===== src/rtl/sat_pkg.sv =====
// Shared types for the BCP datapath: implication record and round-sequencing states.
package sat_pkg;

  localparam int MAX_VAR_COUNT = 512;
  localparam int VAR_W         = 9;

  typedef struct packed {
    logic [VAR_W-1:0] var_idx;
    logic             val;
  } imply_t;

  typedef enum logic [1:0] {
    IDLE     = 2'd0,
    RUN      = 2'd1,
    CONFLICT = 2'd2
  } bcp_state_e;

endpackage


===== src/rtl/implication_arbiter_rr_arbiter.sv =====
// Combinational round-robin arbiter: search starts at i_ptr and wraps, first requester wins.
module rr_arbiter #(
  parameter int N = 4,
  parameter int W = $clog2(N)
) (
  input  logic [N-1:0] i_req,
  input  logic [W-1:0] i_ptr,
  output logic [N-1:0] o_gnt,
  output logic [W-1:0] o_gnt_idx
);

  logic w_found;

  always_comb begin
    o_gnt     = '0;
    o_gnt_idx = '0;
    w_found   = 1'b0;
    for (int k = 0; k < N; k++) begin
      if (!w_found && i_req[(int'(i_ptr) + k) % N]) begin
        o_gnt[(int'(i_ptr) + k) % N] = 1'b1;
        o_gnt_idx                    = W'((int'(i_ptr) + k) % N);
        w_found                      = 1'b1;
      end
    end
  end

endmodule


===== src/rtl/implication_arbiter.sv =====
// Serialises evaluator implications into the conflict detector, one per cycle,
// and sequences a BCP round to either a done pulse or a held conflict report.
//   state    | meaning
//   IDLE     | waiting for start, no grants
//   RUN      | granting and issuing implications, watching for conflict/fixpoint
//   CONFLICT | conflict reported, waiting for conflict_ack
module implication_arbiter #(
  parameter int NUM_EVAL = 4,
  parameter int VAR_W    = 9,
  parameter int CNT_W    = 10
) (
  input  logic                      i_clock,
  input  logic                      i_reset,
  input  logic                      i_start,
  input  logic [NUM_EVAL-1:0]       i_req_valid,
  input  logic [NUM_EVAL*VAR_W-1:0] i_req_var,
  input  logic [NUM_EVAL-1:0]       i_req_val,
  output logic [NUM_EVAL-1:0]       o_req_ready,
  input  logic [NUM_EVAL-1:0]       i_eval_busy,
  output logic                      o_det_en,
  output logic [VAR_W-1:0]          o_det_var,
  output logic                      o_det_val,
  input  logic                      i_det_conflict,
  output logic                      o_bcp_done,
  output logic                      o_bcp_conflict,
  output logic [VAR_W-1:0]          o_conflict_var,
  input  logic                      i_conflict_ack,
  output logic [CNT_W-1:0]          o_imply_count
);

  import sat_pkg::*;

  localparam int IDX_W = $clog2(NUM_EVAL);

  bcp_state_e        r_state;
  logic [IDX_W-1:0]  r_rr_ptr;
  logic              r_det_en;
  logic [VAR_W-1:0]  r_det_var;
  logic              r_det_val;
  logic              r_done;
  logic              r_conflict;
  logic [VAR_W-1:0]  r_conflict_var;
  logic [CNT_W-1:0]  r_count;

  logic [NUM_EVAL-1:0] w_gnt;
  logic [IDX_W-1:0]    w_gnt_idx;
  logic                w_grant_en;
  logic                w_take;
  logic [IDX_W-1:0]    w_next_ptr;
  logic [VAR_W-1:0]    w_sel_var;
  logic                w_fixpoint;

  rr_arbiter #(.N(NUM_EVAL), .W(IDX_W)) u_rr_arbiter (
    .i_req     (i_req_valid),
    .i_ptr     (r_rr_ptr),
    .o_gnt     (w_gnt),
    .o_gnt_idx (w_gnt_idx)
  );

  // Holding ready low while the detector flags a conflict means nothing is accepted and then lost.
  assign w_grant_en  = (r_state == RUN) && !i_det_conflict;
  assign o_req_ready = w_gnt & {NUM_EVAL{w_grant_en}};
  assign w_take      = |o_req_ready;
  assign w_next_ptr  = (w_gnt_idx == IDX_W'(NUM_EVAL - 1)) ? '0 : w_gnt_idx + 1'b1;
  assign w_sel_var   = i_req_var[w_gnt_idx*VAR_W +: VAR_W];
  assign w_fixpoint  = !(|i_req_valid) && !(|i_eval_busy) && !r_det_en;

  always_ff @(posedge i_clock) begin
    if (i_reset) begin
      r_state        <= IDLE;
      r_rr_ptr       <= '0;
      r_det_en       <= 1'b0;
      r_det_var      <= '0;
      r_det_val      <= 1'b0;
      r_done         <= 1'b0;
      r_conflict     <= 1'b0;
      r_conflict_var <= '0;
      r_count        <= '0;
    end else begin
      r_done   <= 1'b0;
      r_det_en <= 1'b0;
      if (w_take) begin
        r_det_en  <= 1'b1;
        r_det_var <= w_sel_var;
        r_det_val <= i_req_val[w_gnt_idx];
        r_rr_ptr  <= w_next_ptr;
      end
      case (r_state)
        IDLE: begin
          if (i_start) begin
            r_state <= RUN;
            r_count <= '0;
          end
        end
        RUN: begin
          if (r_det_en && i_det_conflict) begin
            r_state        <= CONFLICT;
            r_conflict     <= 1'b1;
            r_conflict_var <= r_det_var;
          end else begin
            if (r_det_en && (r_count != '1)) r_count <= r_count + 1'b1;
            if (w_fixpoint) begin
              r_done  <= 1'b1;
              r_state <= IDLE;
            end
          end
        end
        CONFLICT: begin
          if (i_conflict_ack) begin
            r_state    <= IDLE;
            r_conflict <= 1'b0;
          end
        end
        default: r_state <= IDLE;
      endcase
    end
  end

  assign o_det_en       = r_det_en;
  assign o_det_var      = r_det_var;
  assign o_det_val      = r_det_val;
  assign o_bcp_done     = r_done;
  assign o_bcp_conflict = r_conflict;
  assign o_conflict_var = r_conflict_var;
  assign o_imply_count  = r_count;

endmodule


===== config.mk =====
export PLATFORM = sky130hd
export DESIGN_NAME = implication_arbiter
export DESIGN_NICKNAME = d
export VERILOG_FILES = /design/src/rtl/sat_pkg.sv /design/src/rtl/implication_arbiter_rr_arbiter.sv /design/src/rtl/implication_arbiter.sv
export SDC_FILE = /design/constraint.sdc
export NUM_CORES = 1
export LEC_CHECK = 0
export ABC_AREA = 1
export BUFFER_PORTS_ARGS = -buffer_cell sky130_fd_sc_hd__clkbuf_2
export CAP_MARGIN = 20
export CORE_ASPECT_RATIO = 0.75
export CORE_UTILIZATION = 45
export CTS_CLUSTER_SIZE = 16
export DETAILED_ROUTE_END_ITERATION = 12
export PLACE_DENSITY = 0.77
export RECOVER_POWER = 25
export REMOVE_ABC_BUFFERS = 1
export SLEW_MARGIN = 5
export SYNTH_ARGS = -nofsm -noshare
export SYNTH_HDL_FRONTEND = slang
export SYNTH_HIERARCHICAL = 1
export SYNTH_SLANG_ARGS = --single-unit

===== constraint.sdc =====
create_clock -name i_clock -period 2.2 [get_ports i_clock]
set_input_delay 0.55 -clock i_clock [delete_from_list [all_inputs] [get_ports i_clock]]
set_output_delay 0.55 -clock i_clock [all_outputs]
set_load 0.01 [all_outputs]

==> results of run 1 <==
synth_stat cells (all sizes together):
cell | count | area [um^2]
o31ai | 1 | 7.51
o22ai | 10 | 62.6
a21boi | 4 | 30.0
o21ai | 38 | 198
inv | 38 | 145
ha | 7 | 87.6
nor3 | 3 | 15.0
clkbuf | 8 | 30.0
nor2 | 82 | 349
nand2 | 79 | 327
nor4 | 1 | 6.26
nand3 | 39 | 213
dfxtp | 36 | 721
buf | 6 | 48.8
a21oi | 22 | 110
nand4 | 6 | 37.5
layer usage:
metal | share of wire (%) | vias to the layer above
met2 | 45 | 112
met5 | 0 | -
met1 | 46 | 1315
met4 | 1.9 | 0
met3 | 6.7 | 16
li1 | - | 1479
power groups by stage:
stage | Sequential, uW | Clock (uW) | Combinational, uW
after floorplan | 893 | 0 | 1350
final | 841 | 505 | 3170
after global placement | 848 | 0 | 2200
after global routing | 854 | 534 | 3460
after CTS | 838 | 507 | 2450
after detailed placement | 849 | 0 | 2240
through the flow:
step                instance area, um^2  worst slack (ns)  total power [uW]
floorplan                          2310            -0.537              2240
global placement                   3000           -0.0536              3040
detailed placement                 3000            -0.101              3090
CTS                                3180            -0.154              3790
global route                       3390            -0.278              4850
finish                             3390            -0.170              4520
flip-flops by register name, indices dropped and copies added, names as in the netlist:
name	flops
o_bcp_conflict	1
o_bcp_done	1
o_conflict_var	9
o_det_en	1
o_det_val	1
o_det_var	9
o_imply_count	10
r_rr_ptr	2
r_state	2
timing repair:
action | in CTS | in global routing
hold buffers | 0 | 0
pin swaps | 11 | 32
hold endpoints to repair | 0 | 0
cloned | 1 | 3
endpoints found under the setup margin | 15 | 16
resized for setup | 14 | 69
buffers inserted | 3 | 5
final timing paths:
path	cells after the start	slack, ns	end
max	11	-0.17	o_req_ready[0]
min	2	0.47	o_bcp_conflict
max reg2reg	13	0	o_det_val
min reg2reg	2	0.47	o_bcp_conflict
kinds of logic (layout without fill, tap and decap cells):
kind of cell / Yosys count / after routing
compound gates: 75 / 75
fa+ha+maj: 7 / 7
buf+inv: 52 / 166
flops: 36 / 36
simple gates: 210 / 211
worst min-delay path: cells and delay by family (launching register included):
kind / cells / cell delay (ns)
DFF: 1 / 0.31
AOI/OAI and AO/OA: 2 / 0.12
cell type report:
cell class	instances	share of cell area, %
repair buffers	120	20.5
well taps	72	2.66
flip-flops and latches	36	21.4
inverters	38	4.51
multi-input cells	293	48.2
clock buffers	7	2.55
clock inverters	1	0.222
==> summary.txt, run 1 <==
Synth cell types -> 28
Relative slew slack -> 62.8%
Initial Utilization -> 47.7%
Mapped Area -> 0.00239 mm^2
Wire length of the first global-routing pass -> 11.2 mm
IO Count -> 89
Peak Freq -> 422 MHz
Drt pass-1 iters -> 5
Syn-to-layout area delta -> 41.9%
Die ar. -> 0.00560 mm^2
Switching power -> 2140 uW
CTS HTree Levels -> 2
Int Pwr -> 2380 uW
CP Capture Type -> output pin
Clock period minus worst slack -> 2.37 ns
Setup TNS -> -0.660 ns
Initial antenna violation count -> 0
Peak supply drop -> 0.00120 V
I/O Buffers -> 88
Cells along the critical path -> inv_2 > ha_4 > buf_6 > nand2_4 > nand2_4 > nor2_4 > nand4_1 > nand3_2 > inv_1 > nor2_1 > clkbuf_2
CP Launch Point -> r_rr_ptr[0]
DP Cell Count -> 548
Core ar. -> 0.00501 mm^2
Hold Crit Class -> reg -> reg
Status -> complete, but fails checks
Die width -> 86.1 um
Min-delay src -> o_bcp_conflict
Largest net degree at the start of global routing -> 15
Tightest Pin Transition -> 0.556 ns
TritonCTS buffer count -> 5
Dpl hpwl -> 4.95 mm
Delay-heaviest family, CP -> simple AND/OR/NAND/NOR gates
Setup Skew -> 0.00762 ns
Unrepaired setup endpoints after global routing -> yes
CTS Sinks -> 36
Startpoint types -> flip-flop
Post-synthesis simple-gate area fraction -> 39.7%
Met2 Use GR -> 38.8%
Post-DRT Antenna Nets -> 0
CTS tree -> done
Final Hold Viols -> 0
Crit Reg-Reg Startpoint -> r_rr_ptr[0]
Commonest cells after routing, fill and taps aside -> nor2_1, clkbuf_2, nand2_1
Crit Path Category -> reg -> out
Gr usage total -> 25.1%
GR Overflow Total -> 0
Clock Latency Late Sink -> 0.29 ns
Max Cap Viol -> 0
Data required, critical path -> 1.65 ns
Final hold slack -> 0.475 ns
CP bufs+invs -> 4
Synthesis Warnings -> 6
Fill cell count -> 448
Die Ht -> 65.1 um
CP Data Arrival Time -> 1.82 ns
Seq pwr share -> 18.6%
DRC marker count from the first detailed-route iteration -> 169
Slowest CP cell -> dfxtp_2
CP max FO -> 5
Wire length per cell -> 12.8 um
Post-synthesis mux area share -> 0%
Met3 Resource Use GR -> 6.24%
Most used routing layer -> met2
Worst-path clk slew -> 0.08 ns
Compound-cell area share of the yosys netlist -> 17.1%
Vias in the first global route -> 2576
CP most frequent cell -> nand2_4
Drt total wl -> 7.26 mm
Row cnt -> 22
PD cells -> 1330 mW/mm^2
Final period utilization -> 108%
Max stage delay on crit path -> 0.35 ns
Post-layout util -> 67.6%
Seq/Total Area, Yosys -> 30.2%
Sw Ratio -> 47.3%
Ant diodes -> 0
Gp weighted congestion -> 0.931
GR Util met1 -> 33.8%
Clock root cell -> clkbuf_8
Cells after Synth -> 380
Largest family of logic cells by synthesized area -> simple AND/OR/NAND/NOR gates
Vias -> 2922
DR DRC count -> 0
Number of synthesized register bits -> 36
Final setup vio count -> 5
Ratio of cells with drive above 1 in the final layout -> 36.4%
Clk buf depth -> 2
Vias per Instance -> 5.15
Violated checks -> setup timing
Multi-input gate area -> 0.00163 mm^2
Most common cell after layout, fill and taps aside -> nor2_1
Clock Power Share -> 11.2%
FF+latch area -> 723 um^2
Avg Inst Size Synth -> 6.28 um^2
Final-stage net count -> 554
Post-route setup slack -> -0.170 ns
XOR/XNOR share of the synthesized area -> 0%
Final non-filler cell total -> 567
Slew Limit Fails -> 0
Area share of fa/ha/maj cells after synthesis -> 3.67%
Comb pwr share -> 70.2%
LEAKAGE -> 0.00162 uW
No activity file was read; power rests on OpenSTA's default activity.
==> inputs of run 2 (changes only) <==
- CORE_MARGIN: unset -> 10
- REMOVE_ABC_BUFFERS: 1 -> unset
==> run 2 against run 1 <==
Against the previous run:
- the flow still finishes with violations (setup timing)
- utilization fell by 0.57 points
- critical path depth did not move
- routed wire length increased by 9.3%
==> summary.txt, run 2 (synthesized netlist as in run 1, its figures left out) <==
Syn_nets -> 440
Core ar. -> 0.00501 mm^2
CP Data Arrival Time -> 1.85 ns
Crit Path Category -> reg -> out
Hold Crit Class -> reg -> reg
Int Pwr -> 2290 uW
Ratio of cells with drive above 1 in the final layout -> 34.9%
CTS tree -> done
Met2 Use GR -> 27.5%
Hold Buf Count CTS -> 0
GR Overflow Total -> 0
Startpoint types -> flip-flop
Seq pwr share -> 19.9%
Peak supply drop -> 0.000750 V
CP Launch Point -> r_rr_ptr[0]
Tightest Pin Transition -> 0.356 ns
Pre-CTS setup slack -> -0.0893 ns
Peak Freq -> 417 MHz
Die ar. -> 0.00865 mm^2
Most used routing layer -> met2
Commonest cells after routing, fill and taps aside -> nor2_1, clkbuf_2, nand2_1
Row cnt -> 22
Drt pass-1 iters -> 6
CTS Sinks -> 36
Drt total wl -> 7.93 mm
Dpl hpwl -> 5.90 mm
Clock period minus worst slack -> 2.40 ns
Clock Latency Late Sink -> 0.28 ns
Gr usage total -> 16.6%
Final Hold Viols -> 0
I/O Buffers -> 88
Data required, critical path -> 1.65 ns
CP Capture Type -> output pin
Crit Reg-Reg Startpoint -> r_rr_ptr[0]
CTS HTree Levels -> 2
LEAKAGE -> 0.00162 uW
Syn-to-layout area delta -> 40.7%
Worst reg-to-reg setup slack -> -0.14 ns
Min-delay src -> o_bcp_conflict
Unrepaired setup endpoints after global routing -> yes
Relative slew slack -> 76.1%
Comb pwr share -> 66.9%
Post-route setup slack -> -0.200 ns
Die width -> 104 um
TritonCTS buffer count -> 5
Vias -> 2909
Initial Utilization -> 47.7%
Largest register FFs -> 10
Setup Skew -> 0.00670 ns
Post-layout util -> 67.0%
DRC marker count from the first detailed-route iteration -> 208
Wire length of the first global-routing pass -> 12.5 mm
R2R Path End -> o_det_var[0]
Met3 Resource Use GR -> 5.40%
Clock Power Share -> 13.2%
Sw Ratio -> 46.0%
PD cells -> 1260 mW/mm^2
R2R cell count -> 15
Worst-path clk slew -> 0.07 ns
Ant diodes -> 0
Vias in the first global route -> 2675
Clock root cell -> clkbuf_8
Status -> complete, but fails checks
Slew Limit Fails -> 0
GR Util met1 -> 20.8%
IO Count -> 89
CP max FO -> 5
Wire length per cell -> 13.9 um
Fill cell count -> 474
Crit path capture -> o_req_ready[1]
Vias per Instance -> 5.09
DR DRC count -> 0
Violated checks -> setup timing
Switching power -> 1950 uW
Largest net degree at the start of global routing -> 16
Final setup vio count -> 16
Initial antenna violation count -> 0
Clk buf depth -> 2
Total power -> 4240 uW
Post-DRT Antenna Nets -> 0
Final-stage net count -> 558
Setup TNS -> -1.71 ns
Max Cap Viol -> 0
Final period utilization -> 109%
Gp weighted congestion -> 0.900
Die Ht -> 83.1 um
[run 2: cell types whose count changed in the layout (fill, tap and decap cells not counted), moves of 4 or more]
cell / before / now
buf_6: 8 / 3
o21ai_2: 12 / 4
o21ai_0: 16 / 28
o21ai_1: 10 / 6
buf_4: 24 / 31
[run 2: area by class of cell]
cell class	count	area [um^2]	share of cell area, %
Multi-Input combinational cell	293	1580	47.0
Sequential cell	36	723	21.5
Timing Repair Buffer	123	697	20.8
Inverter	38	158	4.69
Tap cell	72	90.1	2.68
Clock buffer	6	72.6	2.16
Clock inverter	2	35.0	1.04
Timing Repair inverter	1	5.00	0.149
[run 2: stage by stage]
step | hold slack [ns] | area (um^2) | cells
after global routing | 0.507 | 3360 | 571
after global placement | 0.464 | 3030 | 548
after floorplan | 0.483 | 2420 | 380
after CTS | 0.477 | 3250 | 566
after detailed placement | 0.467 | 3030 | 548
final | 0.479 | 3360 | 571
[run 2: what timing repair did]
action	4_1_cts	5_1_grt
endpoints found under the hold margin	0	0
cloned	1	2
buffers inserted	9	3
pin swaps	14	7
endpoints found under the setup margin	4	17
gates resized for setup	10	34
[run 2: power by group through the flow]
stage	combinational [uW]	clock [uW]	sequential, uW
6_report	2840	558	845
5_1_grt	3110	599	855
4_1_cts	2550	568	839
3_5_place_dp	2270	0	852
3_3_place_gp	2210	0	852
2_1_floorplan	1530	0	896
[run 2: worst min-delay path by stage]
stage | end | slack (ns) | depth (start not counted)
6_report | o_bcp_conflict | 0.48 | 2
5_1_grt | o_det_var[6] | 0.51 | 2
4_1_cts | o_det_val | 0.48 | 2
3_5_place_dp | o_det_val | 0.47 | 2
3_3_place_gp | o_det_val | 0.46 | 2
2_1_floorplan | o_det_val | 0.48 | 2
[run 2: per-layer routing]
metal / routed length (um) / share of wire [%] / vias to the layer above
li1: - / - / 1486
met1: 3520 / 44 / 1282
met2: 3680 / 46 / 129
met3: 663 / 8.4 / 12
met4: 66 / 0.83 / 0
met5: 0 / 0 / -
[run 2: worst max-delay path, cell delays in order (launching register included)]
cell     delay, ns
dfxtp_2       0.33
inv_2         0.05
ha_4          0.31
inv_6         0.05
nand2_4       0.06
nand2_4       0.07
nor2_4        0.14
nand4_1       0.12
nand3_1       0.16
inv_1         0.07
nor2_2        0.07
buf_2         0.13
==> inputs of run 3 (changes only) <==
- clock period: 2.2 -> 2.1 ns (I/O delays scaled with it)
==> run 3 against run 2 <==
Against the previous run:
- the run still ends with setup timing left
- via count increased by 2.1%
- sequential share of layout area shrank 0.10 points
- power is 9.8% higher
- worst setup slack lost 0.076 ns
- final area increased by 0.48%
- combinational power is 12% higher
- largest power group unchanged
- first-iteration DRC count up 28%
- critical path type unchanged
==> summary.txt, run 3 (synthesized netlist as in run 1, its figures left out) <==
GR Overflow Total -> 0
Delay-heaviest family, CP -> simple AND/OR/NAND/NOR gates
Final period utilization -> 113%
Ratio of cells with drive above 1 in the final layout -> 34.7%
Violated checks -> setup timing
Die Ht -> 83.1 um
CTS HTree Levels -> 2
Pre-CTS setup slack -> -0.166 ns
TritonCTS buffer count -> 5
Final-stage net count -> 554
Slowest CP cell -> dfxtp_2
Drt pass-1 iters -> 5
CP most frequent cell -> nand2_4
Vias in the first global route -> 2680
Worst-path clk slew -> 0.07 ns
CTS Sinks -> 36
IO Count -> 89
Die width -> 104 um
Clock root cell -> clkbuf_8
Syn-to-layout area delta -> 41.4%
Final Hold Viols -> 0
Peak Freq -> 421 MHz
Status -> complete, but fails checks
Crit Path Category -> reg -> out
CP Capture Type -> output pin
Worst reg-to-reg setup slack -> -0.11 ns
Max stage delay on crit path -> 0.34 ns
Relative slew slack -> 74.8%
Final setup vio count -> 14
Setup Skew -> 0.00793 ns
Wire length of the first global-routing pass -> 12.5 mm
Unrepaired setup endpoints after global routing -> yes
Tightest Pin Transition -> 0.374 ns
CP bufs+invs -> 4
Syn_nets -> 440
Most common cell after layout, fill and taps aside -> nor2_1
CP Data Arrival Time -> 1.85 ns
PD cells -> 1380 mW/mm^2
Ant diodes -> 0
Startpoint types -> flip-flop
Initial Utilization -> 47.7%
Wire length per cell -> 14.2 um
Clock period minus worst slack -> 2.38 ns
Fill cell count -> 475
DRC marker count from the first detailed-route iteration -> 266
Clk buf depth -> 2
Gr usage total -> 16.8%
Max Cap Viol -> 0
CTS tree -> done
Commonest cells after routing, fill and taps aside -> nor2_1, clkbuf_2, nand2_1
Largest net degree at the start of global routing -> 21
Multi-input gate area -> 0.00158 mm^2
Final non-filler cell total -> 567
Hold Crit Class -> reg -> reg
Clock Latency Late Sink -> 0.29 ns
Row cnt -> 22
Peak supply drop -> 0.000966 V
Initial antenna violation count -> 0
CP max FO -> 5
Post-layout util -> 67.4%
Vias -> 2970
Vias per Instance -> 5.24
Die ar. -> 0.00865 mm^2
Dpl hpwl -> 5.77 mm
Post-route setup slack -> -0.276 ns
Hold Buf Count CTS -> 0
Drt total wl -> 8.06 mm
DR DRC count -> 0
FF+latch area -> 723 um^2
Core ar. -> 0.00501 mm^2
DP Cell Count -> 548
Data required, critical path -> 1.57 ns
Post-DRT Antenna Nets -> 0
Cells along the critical path -> inv_2 > ha_4 > inv_4 > nand2_4 > nand2_4 > nor2_4 > nand4_1 > nand3_2 > inv_1 > nor2_2 > buf_2
Gp weighted congestion -> 0.932
LEAKAGE -> 0.00162 uW
Largest register FFs -> 10
I/O Buffers -> 88
Slew Limit Fails -> 0
[run 3: layout make-up]
| type | instances | area share [%] |
|---|---|---|
| multi-input combinational | 293 | 46.7 |
| sequential | 36 | 21.4 |
| timing repair buffer | 119 | 21.2 |
| inverter | 38 | 4.67 |
| tap | 72 | 2.67 |
| clock buffer | 6 | 2.15 |
| clock inverter | 2 | 1.04 |
| timing repair inverter | 1 | 0.148 |
[run 3: final timing paths]
| path | from | to | depth (start not counted) |
|---|---|---|---|
| max reg2reg | r_rr_ptr[0] | o_det_var[4] | 15 |
| min reg2reg | o_bcp_conflict | o_bcp_conflict | 2 |
| min | o_bcp_conflict | o_bcp_conflict | 2 |
| max | r_rr_ptr[1] | o_req_ready[1] | 11 |
[run 3: stage by stage]
step / hold slack [ns] / power, uW / instance area [um^2] / TNS, ns
after detailed placement: 0.455 / 3300 / 3040 / -2.12
final: 0.485 / 4660 / 3370 / -1.82
after global placement: 0.452 / 3260 / 3040 / -1.05
after CTS: 0.466 / 4200 / 3270 / -0.820
after floorplan: 0.483 / 2540 / 2420 / 0
after global routing: 0.524 / 4960 / 3370 / -4.00
[run 3: power breakdown]
part           internal [uW]  switching, uW  leakage, uW
clock network            352            250    0.0000552
logic                   1390           1780      0.00127
registers                790           95.9     0.000293
total                   2530           2130      0.00162
[run 3: worst min-delay path: stages (launching register included)]
cell,delay [ns]
dfxtp_1,0.32
o31ai_1,0.06
a21oi_1,0.06
[run 3: what timing repair did]
action                                  4_1_cts  5_1_grt
pin swaps                                    13       12
endpoints found under the setup margin       16       17
cloned                                        2        4
resized for setup                            25       21
setup buffers                                 3        3
[run 3: per-layer routing]
layer,global-route usage [%],wire [um],up-vias
met5,0,0,-
met4,4.26,154,0
met3,6.64,827,16
met2,26.1,3470,145
met1,21.2,3610,1340
li1,-,-,1469
